<file path="src/rtl/serial_sub_ctrl_pkg.sv">
// Shared types and helpers for the bit-serial subtraction controller.
package serial_sub_pkg;

  typedef enum logic [1:0] {
    IDLE = 2'd0,
    RUN  = 2'd1,
    DONE = 2'd2
  } state_t;

  // Bits needed to count 0..w-1.
  function automatic int clog2(input int w);
    int r;
    r = 0;
    for (int i = 0; i < 31; i++) begin
      if ((1 << i) < w) r = i + 1;
    end
    return r;
  endfunction

endpackage

</file>
<file path="src/rtl/serial_sub_ctrl_if.sv">
// Request/response bundle between a requester and serial_sub_ctrl.
interface serial_sub_ctrl_if #(parameter int WIDTH = 8);
  logic             start;
  logic             abort;
  logic [WIDTH-1:0] a;
  logic [WIDTH-1:0] b;
  logic             bin;
  logic             busy;
  logic             done;
  logic [WIDTH-1:0] diff;
  logic             bout;
  logic             zero;

  modport master (output start, abort, a, b, bin,
                  input  busy, done, diff, bout, zero);
  modport slave  (input  start, abort, a, b, bin,
                  output busy, done, diff, bout, zero);
endinterface

</file>
<file path="src/rtl/serial_sub_ctrl_fsub_cell.sv">
// 1-bit full subtractor: d = x - y - bi, bo = borrow out.
module fsub_cell (
  input  logic x,
  input  logic y,
  input  logic bi,
  output logic d,
  output logic bo
);
  assign d  = x ^ y ^ bi;
  assign bo = (~x & y) | (~x & bi) | (y & bi);
endmodule

</file>
<file path="src/rtl/serial_sub_ctrl.sv">
// Bit-serial subtractor controller: runs one fsub_cell LSB-first over WIDTH cycles.
//
// state | meaning
// IDLE  | waiting for start; operands latched on the accepting edge
// RUN   | one bit processed per edge, borrow carried in a flop
// DONE  | one-cycle result-valid pulse, then back to IDLE
module serial_sub_ctrl
  import serial_sub_pkg::*;
#(
  parameter int WIDTH = 8
) (
  input logic             clk,
  input logic             rst,
  serial_sub_ctrl_if.slave bus
);

  localparam int            CW   = (clog2(WIDTH) < 1) ? 1 : clog2(WIDTH);
  localparam logic [CW-1:0] LAST = CW'(WIDTH - 1);

  state_t           state, state_nx;
  logic [CW-1:0]    cnt;
  logic             brw;
  logic [WIDTH-1:0] a_sh, b_sh, r_sh;
  logic [WIDTH-1:0] diff_q;
  logic             bout_q, zero_q;
  logic             cell_d, cell_bo;
  logic [WIDTH-1:0] r_next;
  logic             last_bit;

  fsub_cell u_cell (
    .x (a_sh[0]),
    .y (b_sh[0]),
    .bi(brw),
    .d (cell_d),
    .bo(cell_bo)
  );

  assign r_next   = {cell_d, r_sh[WIDTH-1:1]};
  assign last_bit = (cnt == LAST);

  // Next-state decode; abort wins over completion on the last bit.
  always_comb begin
    state_nx = state;
    case (state)
      IDLE:    if (bus.start) state_nx = RUN;
      RUN: begin
        if (bus.abort)     state_nx = IDLE;
        else if (last_bit) state_nx = DONE;
      end
      DONE:    state_nx = IDLE;
      default: state_nx = IDLE;
    endcase
  end

  // State register.
  always_ff @(posedge clk or posedge rst) begin
    if (rst) state <= IDLE;
    else     state <= state_nx;
  end

  // Operand latch, serial shift datapath and result capture.
  always_ff @(posedge clk or posedge rst) begin
    if (rst) begin
      cnt    <= '0;
      brw    <= 1'b0;
      a_sh   <= '0;
      b_sh   <= '0;
      r_sh   <= '0;
      diff_q <= '0;
      bout_q <= 1'b0;
      zero_q <= 1'b0;
    end else begin
      if (state == IDLE && bus.start) begin
        a_sh <= bus.a;
        b_sh <= bus.b;
        brw  <= bus.bin;
        cnt  <= '0;
      end else if (state == RUN) begin
        a_sh <= a_sh >> 1;
        b_sh <= b_sh >> 1;
        r_sh <= r_next;
        brw  <= cell_bo;
        cnt  <= cnt + CW'(1);
        if (last_bit && !bus.abort) begin
          diff_q <= r_next;
          bout_q <= cell_bo;
          zero_q <= (r_next == '0);
        end
      end
    end
  end

  assign bus.busy = (state != IDLE);
  assign bus.done = (state == DONE);
  assign bus.diff = diff_q;
  assign bus.bout = bout_q;
  assign bus.zero = zero_q;

endmodule

</file>
<file path="src/flat_wrapper.sv">
// flat-port wrapper written by rule: the top's interface ports become plain ports
module serial_sub_ctrl_flat import serial_sub_pkg::*;
#(
  parameter int WIDTH = 8
)
  (clk, rst, bus_start, bus_abort, bus_a, bus_b, bus_bin, bus_busy, bus_done, bus_diff, bus_bout, bus_zero);
  serial_sub_ctrl_if #(.WIDTH(WIDTH)) bus_i ();
  input logic clk;
  input logic rst;
  input wire logic [$bits(bus_i.start)-1:0] bus_start;
  input wire logic [$bits(bus_i.abort)-1:0] bus_abort;
  input wire logic [$bits(bus_i.a)-1:0] bus_a;
  input wire logic [$bits(bus_i.b)-1:0] bus_b;
  input wire logic [$bits(bus_i.bin)-1:0] bus_bin;
  output wire logic [$bits(bus_i.busy)-1:0] bus_busy;
  output wire logic [$bits(bus_i.done)-1:0] bus_done;
  output wire logic [$bits(bus_i.diff)-1:0] bus_diff;
  output wire logic [$bits(bus_i.bout)-1:0] bus_bout;
  output wire logic [$bits(bus_i.zero)-1:0] bus_zero;
  assign bus_i.start = bus_start;
  assign bus_i.abort = bus_abort;
  assign bus_i.a = bus_a;
  assign bus_i.b = bus_b;
  assign bus_i.bin = bus_bin;
  assign bus_busy = bus_i.busy;
  assign bus_done = bus_i.done;
  assign bus_diff = bus_i.diff;
  assign bus_bout = bus_i.bout;
  assign bus_zero = bus_i.zero;
  serial_sub_ctrl #(.WIDTH(WIDTH)) u_core (.clk(clk), .rst(rst), .bus(bus_i));
endmodule
</file>
<file path="config.mk">
export PLATFORM = sky130hd
export DESIGN_NAME = serial_sub_ctrl_flat
export DESIGN_NICKNAME = d
export VERILOG_FILES = /design/src/rtl/serial_sub_ctrl_pkg.sv /design/src/rtl/serial_sub_ctrl_if.sv /design/src/rtl/serial_sub_ctrl_fsub_cell.sv /design/src/rtl/serial_sub_ctrl.sv /design/src/flat_wrapper.sv
export SDC_FILE = /design/constraint.sdc
export NUM_CORES = 1
export LEC_CHECK = 0
export ABC_CLOCK_PERIOD_IN_PS = 1500
export BUFFER_PORTS_ARGS = -buffer_cell sky130_fd_sc_hd__buf_2
export CORE_UTILIZATION = 35
export DETAILED_ROUTE_END_ITERATION = 8
export PLACE_DENSITY = 0.55
export SLEW_MARGIN = 20
export SYNTH_ARGS = -nofsm -noshare
export SYNTH_HDL_FRONTEND = slang
export SYNTH_SLANG_ARGS = --single-unit
</file>
<file path="constraint.sdc">
create_clock -name clk -period 1.5 [get_ports clk]
set_input_delay 0.075 -clock clk [delete_from_list [all_inputs] [get_ports clk]]
set_output_delay 0.075 -clock clk [all_outputs]
set_load 0.01 [all_outputs]
</file>
== After elaboration in Yosys (flattened, before gate mapping) ==
Cells that the tools add are included.

* Bits in read-only memories: 0
* Output and inout bits: 12
* Bits in latches: 0
* Flip-flop bits (word level): 40
* Memories: 0
* Logic and storage cells: 46
* Input port bits: 21
* RAM bits: 0

* Shift-type cells: 0
* Add/subtract/negate cells: 1
* $lt $le $gt $ge: 0
* $mul: 0
* Muxes and demuxes: 12
* Div/mod/pow operators: 0
* Equal/unequal tests: 5
* Reduce and logical (&&, ||, !) cells: 10
* Bitwise gates (word level): 9

{| class="wikitable"
|+ Operator list
! operator !! count
|-
| $mux 8 || 4
|-
| $logic_not 8->1 || 1
|-
| $mux 2 || 3
|-
| $mux 3 || 2
|-
| $pmux 2 s2 || 1
|-
| $reduce_and 2->1 || 2
|-
| $reduce_bool 2->1 || 2
|-
| $add 3x1->3 const B || 1
|-
| $and 1x1->1 || 3
|-
| $eq 3x3->1 const B || 1
|-
| $ne 3x2->1 const B || 1
|-
| $reduce_and 3->1 || 1
|-
| $eq 2x1->1 const B || 1
|-
| $eq 2x2->1 const B || 1
|-
| $logic_and 1x1->1 || 2
|-
| $logic_not 2->1 || 1
|-
| $mux 1 || 2
|-
| $ne 2x2->1 const B || 1
|-
| $not 1->1 || 2
|-
| $or 1x1->1 || 2
|-
| $xor 1x1->1 || 2
|-
| $logic_not 1->1 || 1
|}

== Logic depth before layout (Yosys ltp) ==
* Depth after elaboration: 6
* Gate-level depth with buffers: 6

== Cells and area by module ==
A second synthesis with hierarchy kept.

* Cells, all modules: 156
* Area total of the unflattened synthesis: 1637.8 µm²

{| class="wikitable"
|+ By module, submodules not included
! module !! area an instance (µm²) !! cells each !! instances
|-
| serial_sub_ctrl || 1610.3 || 153 || 1
|-
| fsub_cell || 27.5 || 3 || 1
|}

== Least setup slack after synthesis ==
OpenSTA, ideal clock, no wires.

* Path kind: flip-flop to flip-flop
* Start point: register u_core.cnt[0]
* End point: register u_core.diff_q[0], in the netlist u_core.bus.diff[0]
* Buffers on the path: 1
* Data arrival time: 1.431 ns
* Library setup time: 0.127 ns
* Path slack: -0.059 ns
* Cell stages (with the launch flop): 6
* Required time: 1.373 ns
* Clock period less this slack: 1.559 ns
* Cells stage by stage: dfrtp_1 -> ha_1 -> ha_1 -> and4bb_1 -> buf_4 -> mux2_1

* Cells in the longest elaborated chain, start to end: 3

{| class="wikitable"
|+ RTL lines
! element !! RTL line !! RTL
|-
| from (decl) || serial_sub_ctrl.sv:21 || <nowiki>logic [CW-1:0] cnt;</nowiki>
|-
| from (signal assigned) || serial_sub_ctrl.sv:83 || <nowiki>cnt <= cnt + CW'(1);</nowiki>
|-
| $eq 3x3->1 || serial_sub_ctrl.sv:39 || <nowiki>assign last_bit = (cnt == LAST);</nowiki>
|-
| $logic_and 1x1->1 || serial_sub_ctrl.sv:84 || <nowiki>if (last_bit && !bus.abort) begin</nowiki>
|-
| $reduce_and 3->1 (no source line) || n/a ||
|-
| to (signal assigned) || serial_sub_ctrl.sv:85 || <nowiki>diff_q <= r_next;</nowiki>
|-
| to (decl) || serial_sub_ctrl.sv:24 || <nowiki>logic [WIDTH-1:0] diff_q;</nowiki>
|}

No other way between the ends.
A chain may end at the register's enable or synchronous reset.

== Final worst setup path ==
* Start point: register u_core.cnt[0]
* End point: register u_core.diff_q[1], in the netlist u_core.bus.diff[1]

The elaborated chain is that of the path after synthesis.

==> run summary <==
wire length of the first global-routing pass: 6.134 mm
buffering stage count on the worst path with inverters included: 0
total area of multi-input combinational cells: 655.6 um^2
nature of the critical path endpoint: flip-flop
Critical Path AT: 1.64 ns
class of the worst hold path: primary input to flip-flop
power share of the sequential group: 49.6%
count of standard-cell rows: 24
DRC violation count after routing: 0
unrepaired setup endpoints after global routing: yes
Final Net Count: 242
mapped cell area: 0.001622 mm^2
Antenna Cells: 0
element type at the critical path start: flip-flop
final max-slew violation count: 0
Setup violations, final: 0
CTS Sinks: 39
status: complete, no violations
number of cells after detailed placement: 243
count of flip-flops with a built-in enable after synthesis: 0
fmax: 681.7 MHz
main flop type after synthesis: sky130_fd_sc_hd__dfrtp_1
clock buffer count from CTS: 5
Max H-tree Level: 2
Critical Path RT: 1.67 ns
Die W: 70.07 um
largest fanout on the critical path: 6
worst hold slack across all endpoints: 0.01602 ns
routed via count: 1330
number of antenna violations at the first check in global routing: 0
largest cells by area after synthesis: sky130_fd_sc_hd__dfrtp_1 (60%), sky130_fd_sc_hd__nand2_1 (13%), sky130_fd_sc_hd__a22oi_1 (6.9%)
area used by sequential logic in the layout: 975.9 um^2
largest family of logic cells by synthesized area: simple AND/OR/NAND/NOR gates
Tmin final: 1.467 ns
Longest Clk Path Bufs: 2
actual transition at the worst max-transition pin: 0.4994 ns
clock-pin slew of the registers on the worst-case setup and hold paths: 0.08 ns
Area Growth Syn to Fin: 37.65%
per-cell via count in the routed design: 4.908
global route total overflow: 0
post-synthesis cell count: 154
classification of the worst setup path: flip-flop to flip-flop
total global routing track utilization: 16.18%
share of synthesized registers carrying an async set or reset: 100.0%
initial core utilization: 36.73%
multiplexer share of the synthesized area: 5.556%
Max stage delay cell, worst path: sky130_fd_sc_hd__dfrtp_1
number of primary I/O pins: 33
Slowest Stage Delay on Critical Path: 0.36 ns
Total Neg Setup Slack: 0 ns
core footprint: 0.004414 mm^2
clock tree from TritonCTS: done
worst-case clock skew: 0.009018 ns
power density normalized to cell area: 1493 mW/mm^2
Max IR drop VDD: 0.0005649 V
register area share after synthesis: 60.19%
CP cell instances: ha_2 > ha_4 > and4bb_4 > mux2_1
die height: 70.07 um
relative slew slack: 66.71%
endpoints failing hold: 0
area of the die: 0.004909 mm^2
number of violations of the max-capacitance limit: 0
Synth Area in XOR/XNOR: 0%
average footprint of a synthesized cell: 10.53 um^2
gate family responsible for the most delay along the worst path: flip-flops
insertion delay of the later-clocked pin in the worst-skew pair: 0.29 ns
list of most frequent post-synthesis cells: sky130_fd_sc_hd__nand2_1 (58), sky130_fd_sc_hd__dfrtp_1 (39), sky130_fd_sc_hd__a22oi_1 (15)
share of total power consumed by net switching: 32.89%
post-synthesis cell type count: 25
routed length per instance: 12.58 um
sum of net half-perimeters after detailed placement: 2.217 mm
clock group share of total power: 20.9%
flops & latches, synth: 39
top-area cell type share of the netlist area: 60.19%
count leader, synth: sky130_fd_sc_hd__nand2_1
count of routing violations after the opening detailed-route iteration: 87
via count of the first global-routing pass: 1329
final worst-path cycle share: 97.79%
drt first pass iters: 4
Net Sw Power: 1096 uW
post-synth top area cell: sky130_fd_sc_hd__dfrtp_1
master cell of the clock root buffer: sky130_fd_sc_hd__clkbuf_8
number of filler instances in the final layout: 419
combinational group share of total power: 29.5%
internal power: 2236 uW
pin count of the biggest net entering global routing: 40
post-synthesis adder-cell area fraction: 2.778%
count of non-filler cells in the finished layout: 271
Lkg Pwr: 0.001154 uW
number of nets with antenna violations after routing: 0
wire length after detailed routing: 3.408 mm
fraction of the mapped netlist area in compound gates: 10.34%
share of layout cells above drive strength 1: 29.68%
Final Wtd Congestion: 0.7515
Post-Syn Nets: 178
count of buffers inserted at the top-level ports: 32
share of synthesized cell area in and, or, nand and nor gates: 18.06%
Pwr Total: 3332 uW
warning count from the yosys run: 0
[worst register-to-register path: stages, from the launching register on]
cell and delay [ns]:
sky130_fd_sc_hd__dfrtp_1 0.36, sky130_fd_sc_hd__ha_2 0.20, sky130_fd_sc_hd__ha_4 0.14, sky130_fd_sc_hd__and4bb_4 0.31, sky130_fd_sc_hd__mux2_1 0.34
[power groups by stage]
stage	registers (uW)	clock network, uW	logic (uW)
floorplan	1630	0	533
global placement	1630	0	886
detailed placement	1650	0	899
CTS	1630	724	952
global route	1700	774	1120
finish	1650	696	982
[layout make-up]
cell class                      instances  share of cell area (%)
Clock buffer                            6                   3.251
Clock inverter                          2                  0.5605
Inverter                                4                  0.6726
Multi-Input combinational cell        105                   29.37
Sequential cell                        39                   43.72
Tap cell                               52                   2.915
Timing Repair Buffer                   63                   19.51
[placed cells by master, fill, tap and decap left out, types with 4 or more instances in the layout]
cell type,count
sky130_fd_sc_hd__clkbuf_8,5
sky130_fd_sc_hd__a22oi_1,15
sky130_fd_sc_hd__dlygate4sd3_1,17
sky130_fd_sc_hd__nand2_1,58
sky130_fd_sc_hd__o21ai_0,7
sky130_fd_sc_hd__inv_1,4
sky130_fd_sc_hd__mux2_1,4
sky130_fd_sc_hd__buf_2,32
sky130_fd_sc_hd__buf_4,14
sky130_fd_sc_hd__dfrtp_1,39
[kinds of logic (layout without fill, tap and decap cells)]
kind of cell / after synthesis / after routing
muxes: 8 / 8
DFF: 39 / 39
AOI/OAI and AO/OA: 25 / 25
adders and majority gates: 3 / 3
and+or+nand+nor: 68 / 69
buffers and inverters: 11 / 75
[final timing paths]
path,to,slack (ns),startpoint,cells after the start
worst max-delay path,u_core.bus.diff[1]$_DFFE_PP0P_,0.03,u_core.cnt[0]$_DFFE_PP0P_,4
worst min-delay path,u_core.b_sh[1]$_DFFE_PP0P_,0.02,bus_b[1],3
worst max register to register,u_core.bus.diff[1]$_DFFE_PP0P_,0.03,u_core.cnt[0]$_DFFE_PP0P_,4
worst min register to register,u_core.a_sh[0]$_DFFE_PP0P_,0.48,u_core.a_sh[0]$_DFFE_PP0P_,2
max in group asynchronous,u_core.bus.diff[1]$_DFFE_PP0P_,0.70,rst,4
min in group asynchronous,u_core.bus.diff[7]$_DFFE_PP0P_,0.44,rst,4
[stage by stage]
stage               setup slack (ns)  instance area, um^2  utilization [%]
finish                       0.03313                 2232            50.57
global route                -0.03222                 2232            50.57
CTS                         0.001691                 2196            49.74
detailed placement           -0.1030                 1907            43.20
global placement            -0.04987                 1907            43.20
floorplan                  -0.002067                 1630                -
[registers in the layout, summed over array words and instances, names as in the netlist]
signal           count
u_core.a_sh          8
u_core.b_sh          8
u_core.bus.diff      8
u_core.r_sh          7
u_core.cnt           3
u_core.state         2
u_core.brw           1
u_core.bus.bout      1
u_core.bus.zero      1
[timing repair]
action	CTS	global route
pin swaps	0	0
gates cloned	1	0
endpoints found under the hold margin	55	0
hold buffers	17	0
buffers inserted	1	1
gates resized for setup	2	6
setup endpoints to repair	10	10
[metal layers]
layer  routed length [um]  GRT usage [%]  up-vias
met2                 1665          27.03       28
met4                   67          6.000        0
li1                     -              -      644
met1                 1546          19.35      651
met5                    0              0        -
met3                  128          5.339        7
(Power assumes the default switching activity.)
